### config.mk
export PLATFORM = sky130hd
export DESIGN_NAME = vend_seq
export DESIGN_NICKNAME = d
export VERILOG_FILES = /design/src/rtl/vend_seq.sv
export SDC_FILE = /design/constraint.sdc
export NUM_CORES = 1
export LEC_CHECK = 0
export CAP_MARGIN = 25
export CORE_ASPECT_RATIO = 0.75
export CORE_MARGIN = 10
export CORE_UTILIZATION = 46
export CTS_BUF_LIST = sky130_fd_sc_hd__clkbuf_4
export DETAILED_ROUTE_END_ITERATION = 16
export PLACE_DENSITY = 0.72
export SLEW_MARGIN = 25
export SYNTH_ARGS = -nofsm -noshare
export SYNTH_HDL_FRONTEND = slang
export SYNTH_SLANG_ARGS = --single-unit
export TNS_END_PERCENT = 100
### constraint.sdc
create_clock -name clk -period 5.8 [get_ports clk]
set_input_delay 1.16 -clock clk [delete_from_list [all_inputs] [get_ports clk]]
set_output_delay 1.16 -clock clk [all_outputs]
set_load 0.02 [all_outputs]
### src/rtl/vend_seq.sv
// Vending sequencer: debounced coin input, credit accounting, dispense handshake and refunds.
// Define VEND_TIMEOUT_EN to build in the dispense-acknowledge timeout and sticky fault flag.
module vend_seq #(
    parameter int PRICE       = 3,
    parameter int MAX_CREDIT  = 7,
    parameter int TIMEOUT_CYC = 1000
) (
    input  logic       clk,
    input  logic       rst_n,
    input  logic       coin_raw,
    input  logic       sel,
    input  logic       cancel,
    input  logic       disp_ack,
    output logic       disp_req,
    output logic       refund_pulse,
    output logic       coin_reject,
    output logic [2:0] credit,
    output logic [2:0] state,
    output logic       fault
);

    typedef enum logic [2:0] {
        IDLE     = 3'd0,
        CREDIT   = 3'd1,
        DISPENSE = 3'd2,
        CHANGE   = 3'd3,
        REFUND   = 3'd4
    } state_t;

    localparam logic [2:0] W_PRICE = 3'(PRICE);
    localparam logic [2:0] W_MAX   = 3'(MAX_CREDIT);

    state_t     r_state;
    state_t     w_stateNext;
    logic [2:0] r_credit;
    logic [2:0] w_creditNext;
    logic [2:0] r_sync;
    logic       r_debPrev;
    logic       r_phase;
    logic       w_phaseNext;
    logic       r_coinReject;
    logic       w_coinRejectNext;
    logic       w_deb;
    logic       w_coinEv;
    logic       w_timeout;

    // A coin counts only once the sensor has read high on three consecutive samples.
    always_ff @(posedge clk or negedge rst_n) begin
        if (!rst_n) begin
            r_sync    <= 3'b000;
            r_debPrev <= 1'b0;
        end else begin
            r_sync    <= {r_sync[1:0], coin_raw};
            r_debPrev <= w_deb;
        end
    end

    assign w_deb    = &r_sync;
    assign w_coinEv = w_deb & ~r_debPrev;

`ifdef VEND_TIMEOUT_EN
    localparam int TW = $clog2(TIMEOUT_CYC + 1);

    logic [TW-1:0] r_tmoCnt;
    logic          r_fault;

    always_ff @(posedge clk or negedge rst_n) begin
        if (!rst_n) begin
            r_tmoCnt <= '0;
            r_fault  <= 1'b0;
        end else begin
            if (r_state == DISPENSE && !disp_ack) begin
                r_tmoCnt <= r_tmoCnt + 1'b1;
            end else begin
                r_tmoCnt <= '0;
            end
            if (w_timeout) begin
                r_fault <= 1'b1;
            end
        end
    end

    assign w_timeout = (r_state == DISPENSE) && !disp_ack &&
                       (r_tmoCnt == TW'(TIMEOUT_CYC - 1));
    assign fault     = r_fault;
`else
    // TIMEOUT_CYC only matters when the timeout is built in.
    logic w_unusedTimeoutCfg;
    assign w_unusedTimeoutCfg = (TIMEOUT_CYC > 0);
    assign w_timeout          = 1'b0;
    assign fault              = 1'b0;
`endif

    always_ff @(posedge clk or negedge rst_n) begin
        if (!rst_n) begin
            r_state      <= IDLE;
            r_credit     <= 3'd0;
            r_phase      <= 1'b0;
            r_coinReject <= 1'b0;
        end else begin
            r_state      <= w_stateNext;
            r_credit     <= w_creditNext;
            r_phase      <= w_phaseNext;
            r_coinReject <= w_coinRejectNext;
        end
    end

    // r_phase marks the quiet cycle that follows each refund pulse.
    always_comb begin
        w_stateNext      = r_state;
        w_creditNext     = r_credit;
        w_phaseNext      = 1'b0;
        w_coinRejectNext = 1'b0;
        case (r_state)
            IDLE: begin
                if (w_coinEv) begin
                    w_creditNext = 3'd1;
                    w_stateNext  = CREDIT;
                end
            end
            CREDIT: begin
                if (cancel) begin
                    w_stateNext      = REFUND;
                    w_coinRejectNext = w_coinEv;
                end else if (sel && (r_credit >= W_PRICE)) begin
                    w_creditNext     = r_credit - W_PRICE;
                    w_stateNext      = DISPENSE;
                    w_coinRejectNext = w_coinEv;
                end else if (w_coinEv) begin
                    if (r_credit >= W_MAX) begin
                        w_coinRejectNext = 1'b1;
                    end else begin
                        w_creditNext = r_credit + 3'd1;
                    end
                end
            end
            DISPENSE: begin
                w_coinRejectNext = w_coinEv;
                if (disp_ack) begin
                    w_stateNext = (r_credit != 3'd0) ? CHANGE : IDLE;
                end else if (w_timeout) begin
                    w_creditNext = r_credit + W_PRICE;
                    w_stateNext  = REFUND;
                end
            end
            CHANGE, REFUND: begin
                w_coinRejectNext = w_coinEv;
                if (r_credit == 3'd0) begin
                    w_stateNext = IDLE;
                end else if (!r_phase) begin
                    w_creditNext = r_credit - 3'd1;
                    if (r_credit == 3'd1) begin
                        w_stateNext = IDLE;
                    end else begin
                        w_phaseNext = 1'b1;
                    end
                end
            end
            default: begin
                w_stateNext  = IDLE;
                w_creditNext = 3'd0;
            end
        endcase
    end

    assign disp_req     = (r_state == DISPENSE);
    assign refund_pulse = ((r_state == CHANGE) || (r_state == REFUND)) &&
                          !r_phase && (r_credit != 3'd0);
    assign coin_reject  = r_coinReject;
    assign credit       = r_credit;
    assign state        = r_state;

endmodule

==> impl_summary.txt <==
----------------------------------------------------
[Timing]
  Tmin final ... 3.293 ns
  Ratio of final minimum period to clock period ... 0.5677
  Unrepaired setup endpoints after global routing ... false
  Final Skew ... 0.0009558 ns
  Final sum of negative setup slack ... 0 ns
  Finish-stage setup viols ... 0
  Endpoints failing hold ... 0
  Number of pins with negative max-slew slack in the final report ... 0
  Worst-margin pin slew ... 0.5295 ns
  Min Hold Slack ... 0.4015 ns
  Remaining max-slew budget at the tightest pin ... 0.6459
  FMAX ... between 300 and 400 MHz

[Synthesis]
  Flops & latches, synth ... 12
  Number of distinct library cell variants in the gate-level netlist after synthesis ... 39
  Total standard cell area after synthesis ... about 870 um^2
  Post-Syn Area per Cell ... around 9.0 um^2
  Number of enable flip-flop cells after synthesis ... 0
  Main synth FF type ... sky130_fd_sc_hd__dfrtp_1
  Post-Syn Nets ... 108
  Ys async rst share ... 1.000
  Number of standard cells after synthesis ... 96
  Share of the yosys chip area belonging to registers ... 0.3468
  Count of yosys warnings during synthesis ... 0

[Floorplanning]
  Initial core utilization ... 0.4929
  Floorplan die height ... 57.57 um
  Floorplan row count ... 13
  Top Ports ... 16
  Overall die area ... roughly 0.0040 mm^2
  Die width ... 70.10 um
  Core region area ... approximately 0.0018 mm^2

[Min path]
  Source of the worst hold timing path ... r_sync[1]
  Hold worst-path end ... r_sync[2]
  Hold path depth ... 0
  Worst hold path type ... reg2reg

[Worst setup path]
  Series of cell instances along the critical path ... inv_1, ha_1, nor2b_1, nor3_1, clkdlybuf4s50_1
  Type of element capturing the critical path ... primary output
  FF-to-FF Start ... credit[0]
  Register-to-register setup slack ... 3.52 ns
  Cell depth of the worst setup path ... 5
  Largest driver fanout on the critical path ... 8
  CP Launch Type ... flop
  CP delay by family, top ... buffers and inverters
  Reg-to-Reg End ... credit[2]
  Signal arrival time at the worst endpoint ... between 2 and 2.5 ns
  Slowest cell delay on critical path ... 0.64 ns
  Max stage delay cell, worst path ... sky130_fd_sc_hd__clkdlybuf4s50_1
  Type of the worst setup path ... reg2out
  CP bufs+invs ... 2
  R2r worst-path depth ... 7
  CP Data Required Time ... 4.64 ns

[Clock network]
  Worst-skew pair later-pin latency ... 0.26 ns
  CTS Hold Bufs ... 0
  Cts bufs inserted ... 3
  TritonCTS clock tree ... done
  Clock sinks ... 12
  Number of buffers inserted to repair setup after CTS ... 0
  H-tree depth ... 1
  Post-cts resize count ... 0
  Buffer depth of the longest clock path ... 2
  Clock-pin slew reported for the worst setup and hold paths after clock tree synthesis ... about 0.070 ns
  Clock root buffer master ... sky130_fd_sc_hd__clkbuf_4

[GRT]
  First-pass GRT wire length ... 3.187 mm
  Pin count of the biggest net entering global routing ... 20
  GRT Resource Usage Total ... 0.09451
  Total gr overflow ... 0
  Via count of the first global-routing pass ... 680
  Initial antenna violation count ... 0

[Layout]
  Non-filler instance count after layout ... 129
  Core utilization of the finished layout ... 0.5805
  Diodes inserted ... 0
  Number of nets in the finished design ... 120
  Layout cells sized above 1 ... 0.09346
  Layout-stage area growth over the synthesis result ... 17.77%

[Route]
  Post-route DRC violation count ... 0
  Iter 0 DRT Violations ... 38
  Detail-routed net length per standard cell ... 14.27 um
  Aggregate routed wire length ... approximately 1.8 mm
  Via/cell ratio ... 5.481
  Pre-Repair DR Iteration Count ... 4
  Total via count in the routed design ... 707
  Number of nets with antenna violations after routing ... 0

[Place]
  Routability congestion estimate ... roughly 0.86
  Total of buffers placed on input and output ports ... 14
  Cell total after placement ... roughly 130
  Estimated wirelength of the detail-placed design ... 1.370 mm

[Power and ir drop]
  Max VDD drop ... 209.9 uV
  Total power of the final layout ... 0.4951 mW
  Leakage power ... around 0.45 nW
  P per Cell Area ... 485.5 mW/mm^2

[Run status]
  Outcome ... finished clean

[Job]
  Maxcap violations ... 0

----------------------------------------------------
-- cell usage after synthesis, drive strengths merged, types with 2 or more instances --
cell,n,area share
a211o,2,0.020
a21oi,5,0.029
buf,4,0.032
clkbuf,3,0.014
dfrtp,12,0.35
ha,6,0.087
inv,5,0.022
mux2,2,0.026
mux2i,3,0.035
nand2,7,0.030
nand3b,2,0.017
nor2,6,0.026
nor2b,5,0.039
nor3,7,0.046
o21ai,6,0.035
o31ai,2,0.017
o32ai,2,0.029
xnor2,2,0.020
-- registers in the layout, indices dropped and copies added, names as in the netlist --
register,flops
coin_reject,1
credit,3
r_debPrev,1
r_phase,1
state,3
r_sync,3
-- how the worst max path moves through the flow --
stage	from	slack [ns]	endpoint
floorplan	credit[0]	2.99	refund_pulse
detailed placement	credit[0]	2.80	refund_pulse
finish	credit[0]	2.51	refund_pulse
global placement	credit[0]	2.84	refund_pulse
CTS	credit[0]	2.50	refund_pulse
global route	state[0]	2.41	refund_pulse
-- power breakdown --
part           switching, mW  total, mW  internal (mW)
Sequential            0.0476      0.151          0.104
Clock                 0.0264     0.0512         0.0248
Combinational          0.152      0.293          0.141
-- layout by cell type, fill, tap and decap left out --
cell / instances
sky130_fd_sc_hd__a2111oi_0: 1
sky130_fd_sc_hd__a211o_1: 2
sky130_fd_sc_hd__a21oi_1: 5
sky130_fd_sc_hd__a22oi_1: 1
sky130_fd_sc_hd__a31o_2: 1
sky130_fd_sc_hd__and2_4: 1
sky130_fd_sc_hd__and3_1: 1
sky130_fd_sc_hd__clkbuf_4: 3
sky130_fd_sc_hd__clkdlybuf4s50_1: 14
sky130_fd_sc_hd__clkinv_1: 1
sky130_fd_sc_hd__conb_1: 1
sky130_fd_sc_hd__dfrtp_1: 12
sky130_fd_sc_hd__ha_1: 6
sky130_fd_sc_hd__inv_1: 5
sky130_fd_sc_hd__mux2_1: 1
sky130_fd_sc_hd__mux2_2: 1
sky130_fd_sc_hd__mux2i_1: 3
sky130_fd_sc_hd__nand2_1: 7
sky130_fd_sc_hd__nand2b_1: 1
sky130_fd_sc_hd__nand3_1: 1
sky130_fd_sc_hd__nand3b_1: 2
sky130_fd_sc_hd__nand4b_1: 1
sky130_fd_sc_hd__nor2_1: 6
sky130_fd_sc_hd__nor2b_1: 4
sky130_fd_sc_hd__nor2b_2: 1
sky130_fd_sc_hd__nor3_1: 6
sky130_fd_sc_hd__nor3_2: 1
sky130_fd_sc_hd__o21a_1: 1
sky130_fd_sc_hd__o21ai_0: 6
sky130_fd_sc_hd__o21bai_1: 1
sky130_fd_sc_hd__o22ai_1: 1
sky130_fd_sc_hd__o31a_2: 1
sky130_fd_sc_hd__o31ai_1: 2
sky130_fd_sc_hd__o32ai_1: 1
sky130_fd_sc_hd__o32ai_2: 1
sky130_fd_sc_hd__o41ai_1: 1
sky130_fd_sc_hd__or2b_1: 1
sky130_fd_sc_hd__xnor2_1: 2
-- final cells by class --
| cell class | count | area (um^2) |
|---|---|---|
| flip-flops and latches | 12 | 300.3 |
| inverters | 5 | 18.77 |
| multi-input cells | 72 | 506.7 |
| clock buffers | 3 | 22.52 |
| repair buffers | 14 | 140.1 |
| clock inverters | 1 | 3.754 |
| fillers | 170 | 737.0 |
| well taps | 22 | 27.53 |
-- worst register-to-register path, delay by kind of cell, from the launching register on --
| family | cells | cell delay [ns] |
|---|---|---|
| mux | 1 | 0.33 |
| compound gates | 2 | 0.65 |
| fa+ha+maj | 2 | 0.44 |
| flops | 1 | 0.47 |
| simple gates | 2 | 0.28 |
-- metrics by stage --
stage	instance area, um^2	worst slack, ns
floorplan	865.8	2.990
finish	1020	2.507
global route	1020	2.413
global placement	993.5	2.845
CTS	1020	2.501
detailed placement	993.5	2.797
-- kinds of logic after synthesis --
| logic type | synth area share |
|---|---|
| compound gates | 0.2052 |
| xor+xnor | 0.02023 |
| fa+ha+maj | 0.08670 |
| buf+inv | 0.06791 |
| flops | 0.3468 |
| mux | 0.06069 |
| other cells | 0.004331 |
| simple gates | 0.2081 |
-- routing by layer --
layer,GRT usage,wire (um),vias up
met1,0.1248,914,329
met3,0.02763,85,2
li1,-,-,360
met2,0.1419,826,16
met4,0.03371,14,0
met5,0,0,-
Note: power is estimated with default switching activity, not from simulation.
